`src/rtl/riscv_pkg.sv`:
```
// Shared RISC-V core definitions: data widths, fetch FSM states, next-PC
// selector and the opcode constants that main_decoder also decodes.
package riscv_pkg;

  localparam int XLEN = 32;
  localparam int ILEN = 32;

  typedef enum logic [2:0] {
    S_REQ  = 3'd0,
    S_WAIT = 3'd1,
    S_HOLD = 3'd2,
    S_DROP = 3'd3,
    S_HALT = 3'd4
  } fetch_state_t;

  typedef enum logic [1:0] {
    PC_HOLD  = 2'd0,
    PC_INC   = 2'd1,
    PC_REDIR = 2'd2
  } pc_sel_t;

  localparam logic [6:0] OP_LOAD   = 7'b0000011;
  localparam logic [6:0] OP_STORE  = 7'b0100011;
  localparam logic [6:0] OP_RTYPE  = 7'b0110011;
  localparam logic [6:0] OP_BRANCH = 7'b1100011;

  // A fetch target must be word aligned.
  function automatic logic is_misaligned(input logic [XLEN-1:0] addr);
    return (addr[1:0] != 2'b00);
  endfunction

endpackage

```
`src/rtl/fetch_pc_gen.sv`:
```
// PC register and next-PC mux (hold / pc+4 / redirect target).
// FETCH_MISALIGN_TRAP_EN: when defined, a misaligned redirect target is kept
// as-is and flagged on o_misaligned; otherwise its low two bits are cleared
// and o_misaligned is tied low.
module fetch_pc_gen
  import riscv_pkg::*;
#(
  parameter logic [XLEN-1:0] RESET_PC = {XLEN{1'b0}}
) (
  input  logic            clk,
  input  logic            rst_n,
  input  pc_sel_t         i_sel,
  input  logic [XLEN-1:0] i_redirect_pc,
  output logic [XLEN-1:0] o_pc,
  output logic [XLEN-1:0] o_pc_plus4,
  output logic            o_misaligned
);

  localparam logic [XLEN-1:0] PC_STEP = XLEN'(3'd4);

  logic [XLEN-1:0] r_pc;
  logic [XLEN-1:0] w_target;

`ifdef FETCH_MISALIGN_TRAP_EN
  assign w_target     = i_redirect_pc;
  assign o_misaligned = is_misaligned(i_redirect_pc);
`else
  assign w_target     = i_redirect_pc & ~XLEN'(2'b11);
  assign o_misaligned = 1'b0;
`endif

  // Wraps modulo 2^XLEN; no overflow is reported.
  assign o_pc_plus4 = r_pc + PC_STEP;
  assign o_pc       = r_pc;

  // PC register: load the selected next-PC source.
  always_ff @(posedge clk or negedge rst_n) begin
    if (!rst_n) begin
      r_pc <= RESET_PC;
    end else begin
      case (i_sel)
        PC_INC:   r_pc <= o_pc_plus4;
        PC_REDIR: r_pc <= w_target;
        PC_HOLD:  r_pc <= r_pc;
        default:  r_pc <= r_pc;
      endcase
    end
  end

endmodule

```
`src/rtl/fetch_unit.sv`:
```
// Instruction-fetch stage: one-outstanding imem requests, instruction
// register held until decode accepts it, redirects from execute.
// FETCH_MISALIGN_TRAP_EN: when defined, a misaligned redirect halts fetch
// with a sticky fetch_err until reset; otherwise fetch_err stays 0.
module fetch_unit
  import riscv_pkg::*;
#(
  parameter logic [XLEN-1:0] RESET_PC = 32'h0000_0000
) (
  input  logic            clk,
  input  logic            rst_n,
  output logic            imem_req_valid,
  input  logic            imem_req_ready,
  output logic [XLEN-1:0] imem_addr,
  input  logic            imem_rsp_valid,
  input  logic [ILEN-1:0] imem_rsp_data,
  output logic            instr_valid,
  input  logic            instr_ready,
  output logic [ILEN-1:0] instr,
  output logic [XLEN-1:0] instr_pc,
  output logic [XLEN-1:0] instr_pc_plus4,
  input  logic            redirect_valid,
  input  logic [XLEN-1:0] redirect_pc,
  output logic            fetch_err
);

  fetch_state_t    r_state;
  logic            r_req_valid;
  logic            r_instr_valid;
  logic [ILEN-1:0] r_instr;
  logic [XLEN-1:0] r_instr_pc;
  logic [XLEN-1:0] r_instr_pc_plus4;
  logic            r_fetch_err;

  pc_sel_t         w_pc_sel;
  logic [XLEN-1:0] w_pc;
  logic [XLEN-1:0] w_pc_plus4;
  logic            w_misaligned;
  logic            w_req_hs;
  logic            w_trap;

  assign w_req_hs = r_req_valid & imem_req_ready;
  // w_misaligned is constant 0 when the trap is not built in.
  assign w_trap   = redirect_valid & w_misaligned & (r_state != S_HALT);

  fetch_pc_gen #(
    .RESET_PC (RESET_PC)
  ) u_pc_gen (
    .clk           (clk),
    .rst_n         (rst_n),
    .i_sel         (w_pc_sel),
    .i_redirect_pc (redirect_pc),
    .o_pc          (w_pc),
    .o_pc_plus4    (w_pc_plus4),
    .o_misaligned  (w_misaligned)
  );

  // Next-PC selection: redirect wins, pc+4 on an accepted response, else hold.
  always_comb begin
    w_pc_sel = PC_HOLD;
    if (r_state == S_HALT) begin
      w_pc_sel = PC_HOLD;
    end else if (redirect_valid) begin
      w_pc_sel = PC_REDIR;
    end else if ((r_state == S_WAIT) && imem_rsp_valid) begin
      w_pc_sel = PC_INC;
    end else begin
      w_pc_sel = PC_HOLD;
    end
  end

  // Fetch FSM with registered request valid and instruction register.
  always_ff @(posedge clk or negedge rst_n) begin
    if (!rst_n) begin
      r_state          <= S_REQ;
      r_req_valid      <= 1'b0;
      r_instr_valid    <= 1'b0;
      r_instr          <= {ILEN{1'b0}};
      r_instr_pc       <= {XLEN{1'b0}};
      r_instr_pc_plus4 <= {XLEN{1'b0}};
      r_fetch_err      <= 1'b0;
    end else if (w_trap) begin
      r_state       <= S_HALT;
      r_req_valid   <= 1'b0;
      r_instr_valid <= 1'b0;
      r_fetch_err   <= 1'b1;
    end else begin
      case (r_state)
        S_REQ: begin
          if (redirect_valid) begin
            // An accepted request is now stale: its response must be dropped.
            r_state     <= w_req_hs ? S_DROP : S_REQ;
            r_req_valid <= ~w_req_hs;
          end else if (w_req_hs) begin
            r_state     <= S_WAIT;
            r_req_valid <= 1'b0;
          end else begin
            r_req_valid <= 1'b1;
          end
        end
        S_WAIT: begin
          if (redirect_valid) begin
            r_state     <= imem_rsp_valid ? S_REQ : S_DROP;
            r_req_valid <= imem_rsp_valid;
          end else if (imem_rsp_valid) begin
            r_state          <= S_HOLD;
            r_instr          <= imem_rsp_data;
            r_instr_pc       <= w_pc;
            r_instr_pc_plus4 <= w_pc_plus4;
            r_instr_valid    <= 1'b1;
          end else begin
            r_req_valid <= 1'b0;
          end
        end
        S_HOLD: begin
          if (redirect_valid || instr_ready) begin
            r_state       <= S_REQ;
            r_instr_valid <= 1'b0;
            r_req_valid   <= 1'b1;
          end else begin
            r_instr_valid <= 1'b1;
          end
        end
        S_DROP: begin
          // A redirect here only moves the PC; the outstanding response is
          // still the one being discarded.
          if (imem_rsp_valid) begin
            r_state     <= S_REQ;
            r_req_valid <= 1'b1;
          end else begin
            r_req_valid <= 1'b0;
          end
        end
        S_HALT: begin
          r_req_valid   <= 1'b0;
          r_instr_valid <= 1'b0;
          r_fetch_err   <= 1'b1;
        end
        default: begin
          r_state       <= S_REQ;
          r_req_valid   <= 1'b0;
          r_instr_valid <= 1'b0;
        end
      endcase
    end
  end

  assign imem_req_valid = r_req_valid;
  assign imem_addr      = w_pc;
  assign instr_valid    = r_instr_valid;
  assign instr          = r_instr;
  assign instr_pc       = r_instr_pc;
  assign instr_pc_plus4 = r_instr_pc_plus4;
  assign fetch_err      = r_fetch_err;

endmodule

```
`config.mk`:
```
export PLATFORM = sky130hd
export DESIGN_NAME = fetch_unit
export DESIGN_NICKNAME = d
export VERILOG_FILES = /design/src/rtl/riscv_pkg.sv /design/src/rtl/fetch_pc_gen.sv /design/src/rtl/fetch_unit.sv
export SDC_FILE = /design/constraint.sdc
export NUM_CORES = 1
export LEC_CHECK = 0
export CORE_MARGIN = 2
export CORE_UTILIZATION = 50
export DETAILED_ROUTE_END_ITERATION = 8
export PLACE_DENSITY = 0.86
export SLEW_MARGIN = 20
export SYNTH_ARGS = -nofsm -noshare
export SYNTH_HDL_FRONTEND = slang
export SYNTH_SLANG_ARGS = --single-unit
```
`constraint.sdc`:
```
create_clock -name clk -period 6.73 [get_ports clk]
set_clock_uncertainty 0.15 [all_clocks]
set_input_delay 0.673 -clock clk [delete_from_list [all_inputs] [get_ports clk]]
set_output_delay 0.673 -clock clk [all_outputs]
set_load 0.005 [all_outputs]
```
==> run_results.csv <==
group,metric,value,unit
setup_path,reg2reg_to,"instr[20]$_DFFE_PN0P_",
global_route,overflow,0,
sta,relSlewSlack,35.88,%
die,die_h,113.8,µm
power_and_ir_drop,power_frac_clock,29.5,%
drt,vias,4762,
cts,postCtsHoldBufs,0,
run_status,status,"completed",
logic_synthesis,synth_ff_type,"dfrtp_1",
global_route,grt_pass1_vias,4803,
sta,fin_crit_sh,46.32,%
cts,h-tree-depth,4,
sta,setup_ws,3.613,ns
setup_path,r2r_cells,6,
layout,final_cell_mix,"189 x clkdlybuf4s50_1, 126 x dfrtp_1, 79 x nand2_1",
die,io_pins,201,
layout,drive_gt1_share,17.74,%
sta,setup_violations,0,
logic_synthesis,ys_seq_area_share,52.35,%
global_route,grt_max_degree,81,
power_and_ir_drop,p_leak,3.470,nW
cts,cts_setup_buffers,0,
cts,worstSkewPairLatency,0.42,ns
setup_path,arrival,3.27,ns
die,die_width,113.8,µm
setup_path,critPathTopFamily,"simple AND/OR/NAND/NOR gates",
layout,diodes,0,
cts,ctsResizeCount,0,
logic_synthesis,ys_top_cells_by_area,"dfrtp_1 52%, mux2_2 11%, xnor2_1 6.8%, nand2_1 5.0%, o21ai_0 2.9%",
cts,cts_root_buffer,"clkbuf_16",
worst_hold_path,hp-class,"input pin to async pin",
setup_path,crit_type,"flop to flop",
logic_synthesis,ys_seq_elements,126,
layout,synthToLayoutAreaGrowth,42.96,%
setup_path,cp_slowest_stage_delay,0.70,ns
power_and_ir_drop,cellPowerDensity,390.5,nW/µm²
die,core,11860,µm²
sta,worstMarginPinSlew,0.9544,ns
drt,post_drt_wl_per_cell,17.34,µm
drt,wirelength,15.26,mm
setup_path,worstPathRequired,6.88,ns
logic_synthesis,synth_top_cell_by_area,"dfrtp_1",
setup_path,worstPathCellList,"inv_1 > ha_1 > and2_1 > nand2_4 > buf_4 > mux2_2",
sta,fin_tns_setup,0,ns
logic_synthesis,ys_types,47,
logic_synthesis,yosys_warnings,0,
logic_synthesis,syn_avg_cell_area,11.09,µm²
power_and_ir_drop,internal-power,0.002447,W
setup_path,worst-r2r-setup-slack,3.61,ns
global_route,antenna_found_initial,0,
setup_path,crit_path_top_delay_cell,"buf_4",
setup_path,crit_fanout,65,
sta,holdWs,0.02781,ns
sta,hold_viol,0,
die,start_util,50.78,%
run,max-cap-violations,0,
place,routabilityCongestion,0.7949,
cts,clock-sinks,126,
sta,rsz0062_at_grt,"no",
power_and_ir_drop,seqPwrFrac,36.8,%
logic_synthesis,netlist_area,6023,µm²
drt,drtIter0Drc,221,
drt,drc,0,
logic_synthesis,synth-edff-count,0,
setup_path,cp_num_buf_inv,2,
setup_path,end_kind,"flop",
logic_synthesis,synth_top_area_share,52.35,%
sta,slew_viol_final,0,
die,dieArea,12940,µm²
cts,cts_buffer_depth,2,
drt,ant_nets,0,
place,place_area,7945,µm²
cts,path_clk_slew,0.06,ns
power_and_ir_drop,ir_drop,0.2174,mV
logic_synthesis,synthCells,543,
die,std_cell_rows,40,
power_and_ir_drop,p_sw,0.0009152,W
cts,cts_tree,"yes",
layout,fillers,822,
logic_synthesis,async_flop_share,100.0,%
sta,fmax,320.8,MHz
layout,final_area,8611,µm²
drt,via_per_inst,5.411,
layout,final_common_cell,"clkdlybuf4s50_1",
place,preCtsSetupSlack,3.188,ns
setup_path,reg2reg_from,"r_state[1]$_DFFE_PN0P_",
drt,firstDrtPassIters,5,
power_and_ir_drop,p_comb_share,33.8,%
place,io_buffers,191,
cts,cts_made_buffers,17,
layout,layout.nets,795,
global_route,grt_first_pass_wirelength,24.90,mm
setup_path,startpoint_type,"flop",
place,dp_hpwl,10.60,mm
power_and_ir_drop,p_sw_share,27.22,%
sta,min_period,3.117,ns
layout,fin_util,72.59,%
global_route,grt_usage,24.65,%
## through the flow
stage | cells | power [W]
after global routing | 880 | 0.003540
after detailed placement | 847 | 0.002385
after floorplan | 549 | 0.001646
final | 880 | 0.003363
after global placement | 847 | 0.002327
after CTS | 879 | 0.003390
## synthesized netlist by cell type (2+ instances only)
cell type	count
ha_1	5
inv_1	8
nor4_2	12
nor3_2	12
nand2_1	80
and4_1	3
o21ai_0	35
xnor2_1	47
nand3_2	2
nor2_1	14
and3_1	7
mux2_2	60
buf_2	19
a31oi_1	2
nor4_1	3
a21oi_1	5
dfrtp_1	126
xor2_1	9
nand3_1	11
buf_1	2
buf_4	8
o21ai_1	30
nor3_1	4
or3_1	2
nand4_1	3
clkbuf_1	13
## worst max path at each step
stage,end,cells past startpoint,startpoint,slack [ns]
detailed placement,instr[1]$_DFFE_PN0P_,6,redirect_valid,3.19
global route,instr[19]$_DFFE_PN0P_,6,r_state[1]$_DFFE_PN0P_,3.39
global placement,instr[20]$_DFFE_PN0P_,6,redirect_valid,3.25
floorplan,instr_pc[10]$_DFFE_PN0P_,9,r_state[1]$_DFFE_PN0P_,4.52
CTS,instr[1]$_DFFE_PN0P_,6,r_state[1]$_DFFE_PN0P_,3.57
finish,instr[20]$_DFFE_PN0P_,6,r_state[1]$_DFFE_PN0P_,3.61
## kinds of logic after synthesis
family	after synthesis	share of synthesized area (%)
xor+xnor	56	8.143
fa+ha+maj	5	1.039
mux	61	11.38
buf+inv	51	4.196
other cells	1	0.06226
compound gates	79	6.980
simple gates	164	15.85
flops	126	52.35
## power by group through the flow
stage               Sequential [W]  Combinational (W)  Clock, W
finish                     0.00124            0.00114  0.000991
global route               0.00127            0.00122   0.00104
CTS                        0.00124            0.00115   0.00101
detailed placement         0.00125            0.00114         0
global placement           0.00123            0.00110         0
floorplan                  0.00124           0.000405         0
## routing by layer
metal	up-vias	track usage (%)	wire length, µm
met4	0	9.837	342
met3	33	4.995	786
met2	174	41.44	7743
met5	-	0	0
li1	2210	-	-
met1	2345	31.49	6384
## registers in the layout, indices dropped and copies added (netlist names)
register,flops
instr_valid,1
instr,32
instr_pc,30
instr_pc_plus4,30
imem_req_valid,1
r_state,2
u_pc_gen.o_pc,30
## final cells by class
| cell class | instances | area, µm² | share of cell area, % |
|---|---|---|---|
| inverters | 8 | 30.03 | 0.3487 |
| well taps | 147 | 183.9 | 2.136 |
| repair buffers | 195 | 1951 | 22.65 |
| clock inverters | 15 | 220.2 | 2.557 |
| multi-input cells | 372 | 2648 | 30.75 |
| clock buffers | 17 | 425.4 | 4.940 |
| flip-flops and latches | 126 | 3153 | 36.62 |
No activity file was read; power rests on OpenSTA's default activity.
